$ cat config.mk
export PLATFORM = sky130hd
export DESIGN_NAME = dmem_arbiter
export DESIGN_NICKNAME = d
export VERILOG_FILES = /design/src/rtl/endme_pkg.sv /design/src/rtl/rr_pick2.sv /design/src/rtl/dmem_arbiter.sv
export SDC_FILE = /design/constraint.sdc
export NUM_CORES = 1
export LEC_CHECK = 0
export CAP_MARGIN = 20
export CORE_MARGIN = 2
export CORE_UTILIZATION = 29
export DETAILED_ROUTE_END_ITERATION = 8
export GPL_TIMING_DRIVEN = 0
export PLACE_DENSITY = 0.78
export SLEW_MARGIN = 20
export SYNTH_ARGS = -nofsm -noshare
export SYNTH_HDL_FRONTEND = slang
export SYNTH_SLANG_ARGS = --single-unit
$ cat constraint.sdc
create_clock -name CLK -period 2.1 [get_ports CLK]
set_input_delay 0.42 -clock CLK [delete_from_list [all_inputs] [get_ports CLK]]
set_output_delay 0.42 -clock CLK [all_outputs]
set_load 0.01 [all_outputs]
$ cat src/rtl/endme_pkg.sv
// endme_pkg: shared types and constants for the EnDMe data-memory path.
package endme_pkg;

    localparam int unsigned DMEM_AW = 8;
    localparam int unsigned DMEM_DW = 8;

    // Arbiter operating mode.
    typedef enum logic [0:0] {
        ARB         = 1'b0,
        HOST_LOCKED = 1'b1
    } arb_state_t;

    // Requester identity, used both for round-robin history and read steering.
    typedef enum logic [1:0] {
        OWN_NONE = 2'd0,
        OWN_CORE = 2'd1,
        OWN_HOST = 2'd2
    } owner_t;

endpackage

$ cat src/rtl/rr_pick2.sv
// rr_pick2: combinational two-way round-robin pick.
// Bit 0 is the core, bit 1 the host; on contention the side that did not win last goes.
module rr_pick2 (
    input  logic [1:0] i_req,
    input  logic       i_last_host,
    output logic [1:0] o_gnt
);

    // Lone requester always wins; on a tie the previous loser wins.
    always_comb begin
        o_gnt    = 2'b00;
        o_gnt[0] = i_req[0] & (~i_req[1] | i_last_host);
        o_gnt[1] = i_req[1] & (~i_req[0] | ~i_last_host);
    end

endmodule

$ cat src/rtl/dmem_arbiter.sv
// dmem_arbiter: shares the single-port synchronous data memory between the core
// load/store path and the host port. Round-robin, plus a host lock for bursts.
// Optional starvation guard for the core: define DMEM_ARB_STARVE_GUARD_EN.
module dmem_arbiter
    import endme_pkg::*;
#(
    parameter int unsigned AW       = DMEM_AW,
    parameter int unsigned DW       = DMEM_DW,
    parameter int unsigned MAX_WAIT = 15
) (
    input  logic          CLK,
    input  logic          reset_ctrl,

    input  logic          core_req,
    input  logic          core_we,
    input  logic [AW-1:0] core_addr,
    input  logic [DW-1:0] core_wdata,
    output logic          core_gnt,
    output logic          core_rvalid,
    output logic [DW-1:0] core_rdata,

    input  logic          host_req,
    input  logic          host_we,
    input  logic [AW-1:0] host_addr,
    input  logic [DW-1:0] host_wdata,
    input  logic          host_lock,
    output logic          host_gnt,
    output logic          host_rvalid,
    output logic [DW-1:0] host_rdata,

    output logic          mem_en,
    output logic          mem_we,
    output logic [AW-1:0] mem_addr,
    output logic [DW-1:0] mem_wdata,
    input  logic [DW-1:0] mem_rdata
);

    arb_state_t r_state;
    arb_state_t w_state_d;
    owner_t     r_last_winner;
    owner_t     w_last_winner_d;
    owner_t     r_rd_owner;
    owner_t     w_rd_owner_d;

    logic [1:0] w_pick;
    logic       w_force;

    rr_pick2 u_rr_pick2 (
        .i_req       ({host_req, core_req}),
        .i_last_host (r_last_winner == OWN_HOST),
        .o_gnt       (w_pick)
    );

`ifdef DMEM_ARB_STARVE_GUARD_EN
    localparam int unsigned WaitW = (MAX_WAIT > 0) ? $clog2(MAX_WAIT + 1) : 1;

    logic [WaitW-1:0] r_wait_cnt;

    // Core has waited the limit: it goes ahead of everything, the host lock included.
    assign w_force = core_req && (r_wait_cnt == WaitW'(MAX_WAIT));

    // Count cycles the core spends requesting without being accepted.
    always_ff @(posedge CLK or posedge reset_ctrl) begin
        if (reset_ctrl) begin
            r_wait_cnt <= '0;
        end else if (core_gnt) begin
            r_wait_cnt <= '0;
        end else if (core_req && (r_wait_cnt != WaitW'(MAX_WAIT))) begin
            r_wait_cnt <= r_wait_cnt + WaitW'(1);
        end
    end
`else
    // Guard compiled out: the host lock is absolute and MAX_WAIT is not consulted.
    logic w_unused_max_wait;
    assign w_unused_max_wait = ^MAX_WAIT;
    assign w_force           = 1'b0;
`endif

    // Grant decision; nothing is granted while reset is held.
    always_comb begin
        core_gnt = 1'b0;
        host_gnt = 1'b0;
        if (!reset_ctrl) begin
            if (w_force) begin
                core_gnt = 1'b1;
            end else if ((r_state == HOST_LOCKED) && host_lock) begin
                host_gnt = host_req;
            end else begin
                // Also covers the cycle the host releases the lock.
                core_gnt = w_pick[0];
                host_gnt = w_pick[1];
            end
        end
    end

    // Steer the winner's command onto the memory port; quiet bus otherwise.
    always_comb begin
        mem_en    = core_gnt | host_gnt;
        mem_we    = 1'b0;
        mem_addr  = '0;
        mem_wdata = '0;
        if (core_gnt) begin
            mem_we    = core_we;
            mem_addr  = core_addr;
            mem_wdata = core_wdata;
        end else if (host_gnt) begin
            mem_we    = host_we;
            mem_addr  = host_addr;
            mem_wdata = host_wdata;
        end
    end

    // Next mode, round-robin history and read-data owner for the following cycle.
    always_comb begin
        w_state_d       = ARB;
        w_last_winner_d = r_last_winner;
        w_rd_owner_d    = OWN_NONE;
        // A forced core grant does not break an ongoing lock.
        if (host_lock && (host_gnt || (r_state == HOST_LOCKED))) begin
            w_state_d = HOST_LOCKED;
        end
        if (core_gnt) begin
            w_last_winner_d = OWN_CORE;
            if (!core_we) begin
                w_rd_owner_d = OWN_CORE;
            end
        end else if (host_gnt) begin
            w_last_winner_d = OWN_HOST;
            if (!host_we) begin
                w_rd_owner_d = OWN_HOST;
            end
        end
    end

    // State registers; last_winner starts as HOST so the core gets first priority.
    always_ff @(posedge CLK or posedge reset_ctrl) begin
        if (reset_ctrl) begin
            r_state       <= ARB;
            r_last_winner <= OWN_HOST;
            r_rd_owner    <= OWN_NONE;
        end else begin
            r_state       <= w_state_d;
            r_last_winner <= w_last_winner_d;
            r_rd_owner    <= w_rd_owner_d;
        end
    end

    // Read data goes only to the owner of last cycle's read; zero elsewhere.
    always_comb begin
        core_rvalid = (r_rd_owner == OWN_CORE);
        host_rvalid = (r_rd_owner == OWN_HOST);
        core_rdata  = core_rvalid ? mem_rdata : '0;
        host_rdata  = host_rvalid ? mem_rdata : '0;
    end

endmodule
==> results of run 1 <==
## logic make-up after synthesis
| kind of cell | synth area share [%] |
|---|---|
| buf+inv | 18.7 |
| compound gates | 35.2 |
| simple gates | 30.7 |
| flops | 15.4 |
## per-layer routing
metal / wire [µm] / vias up / GRT usage [%]
met4: 16 / 0 / 2.99
li1: - / 570 / -
met5: 0 / - / 0
met3: 352 / 2 / 4.31
met1: 1280 / 529 / 22.7
met2: 1910 / 86 / 41.1
## layout make-up
type	instances	area (µm²)	share of cell area, %
timing repair buffer	98	891	48.5
multi-input combinational	70	591	32.1
sequential	5	126	6.88
buffer	10	90.1	4.90
inverter	20	75.1	4.08
tap	31	38.8	2.11
clock buffer	4	26.3	1.43
## cells in the mapped netlist, drive strengths merged
library cell and number:
a21oi 6, inv 20, nand2b 1, dfrtp 4
clkbuf 6, nor3 2, o21ai 1, buf 5
a21o 1, o32ai 17, dfstp 1, and2 17
o21a 1, nand3 17, nor2 3, nor2b 3
a21boi 1
## report_power, final
part	switching [mW]	total, mW	leakage, nW	internal [mW]
Combinational	0.286	0.678	0.783	0.391
Clock	0.0449	0.117	0.0150	0.0722
Sequential	0.0214	0.147	0.0631	0.126
Total	0.353	0.942	0.861	0.589
## cells in the final DEF, fill, tap and decap left out, drive strengths merged, types with 2 or more instances in the layout
| master | synthesis | layout |
|---|---|---|
| nor2b | 3 | 3 |
| a21oi | 6 | 6 |
| nor2 | 3 | 3 |
| buf | 5 | 34 |
| nor3 | 2 | 2 |
| nand3 | 17 | 17 |
| o32ai | 17 | 17 |
| clkdlybuf4s50 | 0 | 60 |
| dlygate4sd2 | 0 | 7 |
| inv | 20 | 20 |
| and2 | 17 | 17 |
| clkbuf | 6 | 11 |
| dfrtp | 4 | 4 |
## registers in the layout, indices dropped and copies added (netlist names)
signal,cells
r_last_winner,2
r_state,1
r_rd_owner,2
## metrics by stage
stage               instances  cell area (µm²)  TNS, ns  power [mW]
detailed placement        221             1700   -12.05       0.703
global placement          221             1700   -11.01       0.685
finish                    238             1840        0       0.942
CTS                       233             1760  -0.0310       0.871
global route              238             1840  -0.0601        1.00
floorplan                 106              822        0       0.454
## repair_timing
| item | 4_1_cts | 5_1_grt |
|---|---|---|
| pin swaps | 3 | 3 |
| setup endpoints to repair | 32 | 14 |
| hold buffers | 0 | 0 |
| cloned | 1 | 1 |
| gates resized for setup | 91 | 8 |
| buffers inserted | 7 | 5 |
## worst min-delay path by stage
stage                             to  slack (ns)
CTS                          r_state        0.42
finish                 r_rd_owner[1]        0.44
floorplan           r_last_winner[0]        0.40
detailed placement           r_state        0.55
global route           r_rd_owner[0]        0.48
global placement             r_state        0.54
## critical path: cells and delay by family, from the launching register on
| family | cells | cell delay, ns |
|---|---|---|
| flops | 1 | 0.52 |
| simple gates | 2 | 0.43 |
| compound gates | 1 | 0.07 |
| buf+inv | 3 | 0.38 |
==> flow_summary.json, run 1 <==
{
  "maxSlewViolCount": 0,
  "cts_buffer_depth": 2,
  "drt_iter0_drc": 40,
  "rsz0062_at_grt": "yes",
  "yosys.area.top_type": "o32ai_2",
  "portBuffers": 84,
  "maxCapViolCount": 0,
  "die_area_mm2": 0.00328,
  "drt_pass1_iterations": 4,
  "reg2reg_depth": 5,
  "synth_area_leaders": "o32ai_2, and2_1, dfrtp_1",
  "place_hpwl_mm": 2.68,
  "critical_path_class": "flip-flop to primary output",
  "max_freq_ghz": 0.484,
  "endpoint": "mem_wdata[6]",
  "final_hold_viol_count": 0,
  "grt-ovfl-total": 0,
  "path_clk_slew_ns": 0.05,
  "grt_pass1_wl_mm": 5.44,
  "ys_ff_latch": 5,
  "worst_path_largest_cell_delay_ns": 0.52,
  "die_height_um": 57.2,
  "slowest_stage": "dfstp_2",
  "fin_skew_ns": 0.00741,
  "slew_headroom_pct": 82.1,
  "diodes": 0,
  "htreeDepth": 1,
  "pre_cts_ws_ns": -0.840,
  "min_period_ns": 2.06,
  "crit_path_start_kind": "flip-flop",
  "row_count": 19,
  "crit_chain": "nor2b_4, and2_4, buf_12, buf_6, o32ai_4, buf_2",
  "postLayoutCoreUtil_pct": 67.2,
  "ant_nets": 0,
  "grt_usage_pct": 20.7,
  "gp_congestion": 0.801,
  "worstSetupEndpointType": "primary output",
  "required_ns": 1.68,
  "worst_pin_slew_ns": 0.269,
  "leakagePower_nw": 0.861,
  "remaining_drc_errors": 0,
  "synth.top_cell.area_share_pct": 15.8,
  "drive_above_1_share_pct": 30.9,
  "area_delta_synth_final_pct": 124,
  "finalCritPeriodShare_pct": 98.3,
  "grt_start_max_net_pins": 15,
  "finalNetCount": 255,
  "holdCritPathClass": "primary input to asynchronous set/reset pin",
  "syn_avg_cell_area_um2": 7.76,
  "first_global_vias": 1195,
  "ir_drop_v": 0.000473,
  "routed-via-count": 1187,
  "die_w_um": 57.2,
  "antenna_found_initial": 0,
  "cts_made_buffers": 3,
  "syn_area_um2": 822,
  "cp-startpoint": "r_last_winner[1]",
  "rrSetupSlack_ns": 0.79,
  "ys_seq_area_share_pct": 15.4,
  "synth.net_count": 153,
  "start_util_pct": 30.1,
  "pwr_density_cell_mw_per_mm2": 513,
  "root_buffer": "clkbuf_4",
  "setup_viol": 0,
  "drt_wl_total_mm": 3.56,
  "core_area_mm2": 0.00273,
  "arrival_ns": 1.64,
  "tritoncts": "done",
  "vias_per_cell": 4.99,
  "syn_inst": 106,
  "cts_sinks": 5,
  "fin_ws_ns": 0.0354,
  "synth_warnings": 0,
  "worstPathMaxFanout": 8,
  "r2r_end": "r_rd_owner[0]",
  "insertion_delay_ns": 0.25,
  "status": "finished clean",
  "ys_types": 25,
  "worst_hold_slack_ns": 0.443,
  "n_fill_cell": 239,
  "reg2reg_from": "r_last_winner[1]",
  "io_pins": 85,
  "routedWlPerCell_um": 15.0
}
(Power assumes the default switching activity.)
==> inputs of run 2 (changes only) <==
- CORE_MARGIN: 2 -> default
==> flow_summary.json, run 2 (synthesis gave the netlist of run 1 again) <==
{
  "holdCritPathClass": "primary input to asynchronous set/reset pin",
  "critical_path_class": "flip-flop to primary output",
  "drive_above_1_share_pct": 29.0,
  "final_hold_viol_count": 0,
  "rrSetupSlack_ns": 0.84,
  "row_count": 18,
  "cts_made_buffers": 3,
  "leakagePower_nw": 0.831,
  "max_freq_ghz": 0.493,
  "ant_nets": 0,
  "reg2reg_depth": 4,
  "htreeDepth": 1,
  "grt-ovfl-total": 0,
  "worst_path_largest_cell_delay_ns": 0.52,
  "n_fill_cell": 231,
  "top_regs": "r_last_winner (2), r_rd_owner (2), r_state (1)",
  "die_w_um": 55.2,
  "portBuffers": 84,
  "worstSetupEndpointType": "primary output",
  "drt_pass1_iterations": 4,
  "layout_common_cells": "clkdlybuf4s50_1, inv_1, buf_2, nand3_1, and2_1",
  "worst_pin_slew_ns": 0.225,
  "tritoncts": "done",
  "diodes": 0,
  "critical_path.most_common_cell": "buf_2",
  "arrival_ns": 1.61,
  "root_buffer": "clkbuf_4",
  "maxCapViolCount": 0,
  "drt_wl_total_mm": 3.24,
  "maxSlewViolCount": 0,
  "worstPathMaxFanout": 4,
  "setup_viol": 0,
  "finalNetCount": 248,
  "start_util_pct": 32.0,
  "area_delta_synth_final_pct": 116,
  "layout_commonest_cell": "clkdlybuf4s50_1",
  "io_pins": 85,
  "antenna_found_initial": 0,
  "final-instance-count-excl-fill": 230,
  "vias_per_cell": 5.13,
  "insertion_delay_ns": 0.25,
  "cts_sinks": 5,
  "grt_start_max_net_pins": 15,
  "gp_congestion": 0.834,
  "pwr_density_cell_mw_per_mm2": 497,
  "crit_chain": "nor2b_4, o21ai_4, buf_2, o32ai_2, buf_2",
  "slew_headroom_pct": 85.0,
  "first_global_vias": 1101,
  "core_area_mm2": 0.00257,
  "routed-via-count": 1180,
  "required_ns": 1.68,
  "grt_usage_pct": 20.5,
  "drt_iter0_drc": 28,
  "status": "finished clean",
  "finalCritPeriodShare_pct": 96.5,
  "cts_buffer_depth": 2,
  "path_clk_slew_ns": 0.05,
  "place_hpwl_mm": 2.50,
  "fin_ws_ns": 0.0732,
  "worst_hold_slack_ns": 0.293,
  "slowest_stage": "dfstp_2",
  "fin_tns_setup_ns": 0,
  "min_period_ns": 2.03,
  "die_area_mm2": 0.00305,
  "ir_drop_v": 0.000468,
  "fin_skew_ns": 0.000984,
  "placedCellCount": 220,
  "grt_pass1_wl_mm": 5.11,
  "routedWlPerCell_um": 14.1,
  "crit_path_start_kind": "flip-flop",
  "die_height_um": 55.2,
  "remaining_drc_errors": 0,
  "pre_cts_ws_ns": -0.770
}
run 2: cell count changes in the layout (fill, tap and decap cells not counted), sizes merged:
cell | before | now
buf | 34 | 29
dlymetal6s2s | 0 | 1
dlygate4sd2 | 7 | 6
clkbuf | 11 | 9
run 2: repair_timing:
action                     in CTS  in global routing
hold endpoints to repair        0                  0
pin swaps                       2                  0
setup endpoints to repair      35                 20
resized for setup              92                 10
buffers inserted                4                  1
cloned                          2                  0
hold buffers                    0                  0
run 2: power by group:
| group | switching (mW) | internal [mW] |
|---|---|---|
| registers | 0.0195 | 0.126 |
| logic | 0.269 | 0.352 |
| clock network | 0.0446 | 0.0722 |
| total | 0.333 | 0.550 |
run 2: path summary, 6_finish.rpt:
path                                  start                to
max                        r_last_winner[1]       mem_addr[5]
min                              reset_ctrl     r_rd_owner[1]
max reg2reg                r_last_winner[1]     r_rd_owner[1]
min reg2reg                r_last_winner[0]  r_last_winner[0]
max in group asynchronous        reset_ctrl  r_last_winner[1]
min in group CLK                  host_lock           r_state
run 2: worst max-delay path, delay by kind of cell, from the launching register on:
family	cells	cell delay, ns
flops	1	0.52
buf+inv	2	0.34
compound gates	2	0.30
simple gates	1	0.20
run 2: layout make-up:
class / instances / area (µm²) / area share, %
Multi-Input combinational cell: 70 / 587 / 33.0
Clock buffer: 4 / 26.3 / 1.48
Inverter: 20 / 75.1 / 4.22
Sequential cell: 5 / 126 / 7.11
Tap cell: 30 / 37.5 / 2.11
Buffer: 10 / 88.8 / 5.00
Timing Repair Buffer: 91 / 837 / 47.1
run 2: routing by layer:
layer / global-route usage, % / share of wire [%] / vias up
met5: 0 / 0 / -
met4: 2.14 / 1.6 / 0
met3: 5.62 / 11 / 4
met2: 39.6 / 51 / 95
met1: 22.6 / 37 / 522
li1: - / - / 559
run 2: stage by stage:
| step | util [%] | power [mW] | cell area (µm²) |
|---|---|---|---|
| 5_1_grt | 69.2 | 0.937 | 1780 |
| 3_5_place_dp | 66.2 | 0.698 | 1700 |
| 6_report | 69.2 | 0.883 | 1780 |
| 4_1_cts | 68.1 | 0.861 | 1750 |
| 2_1_floorplan | - | 0.454 | 822 |
| 3_3_place_gp | 66.2 | 0.687 | 1700 |
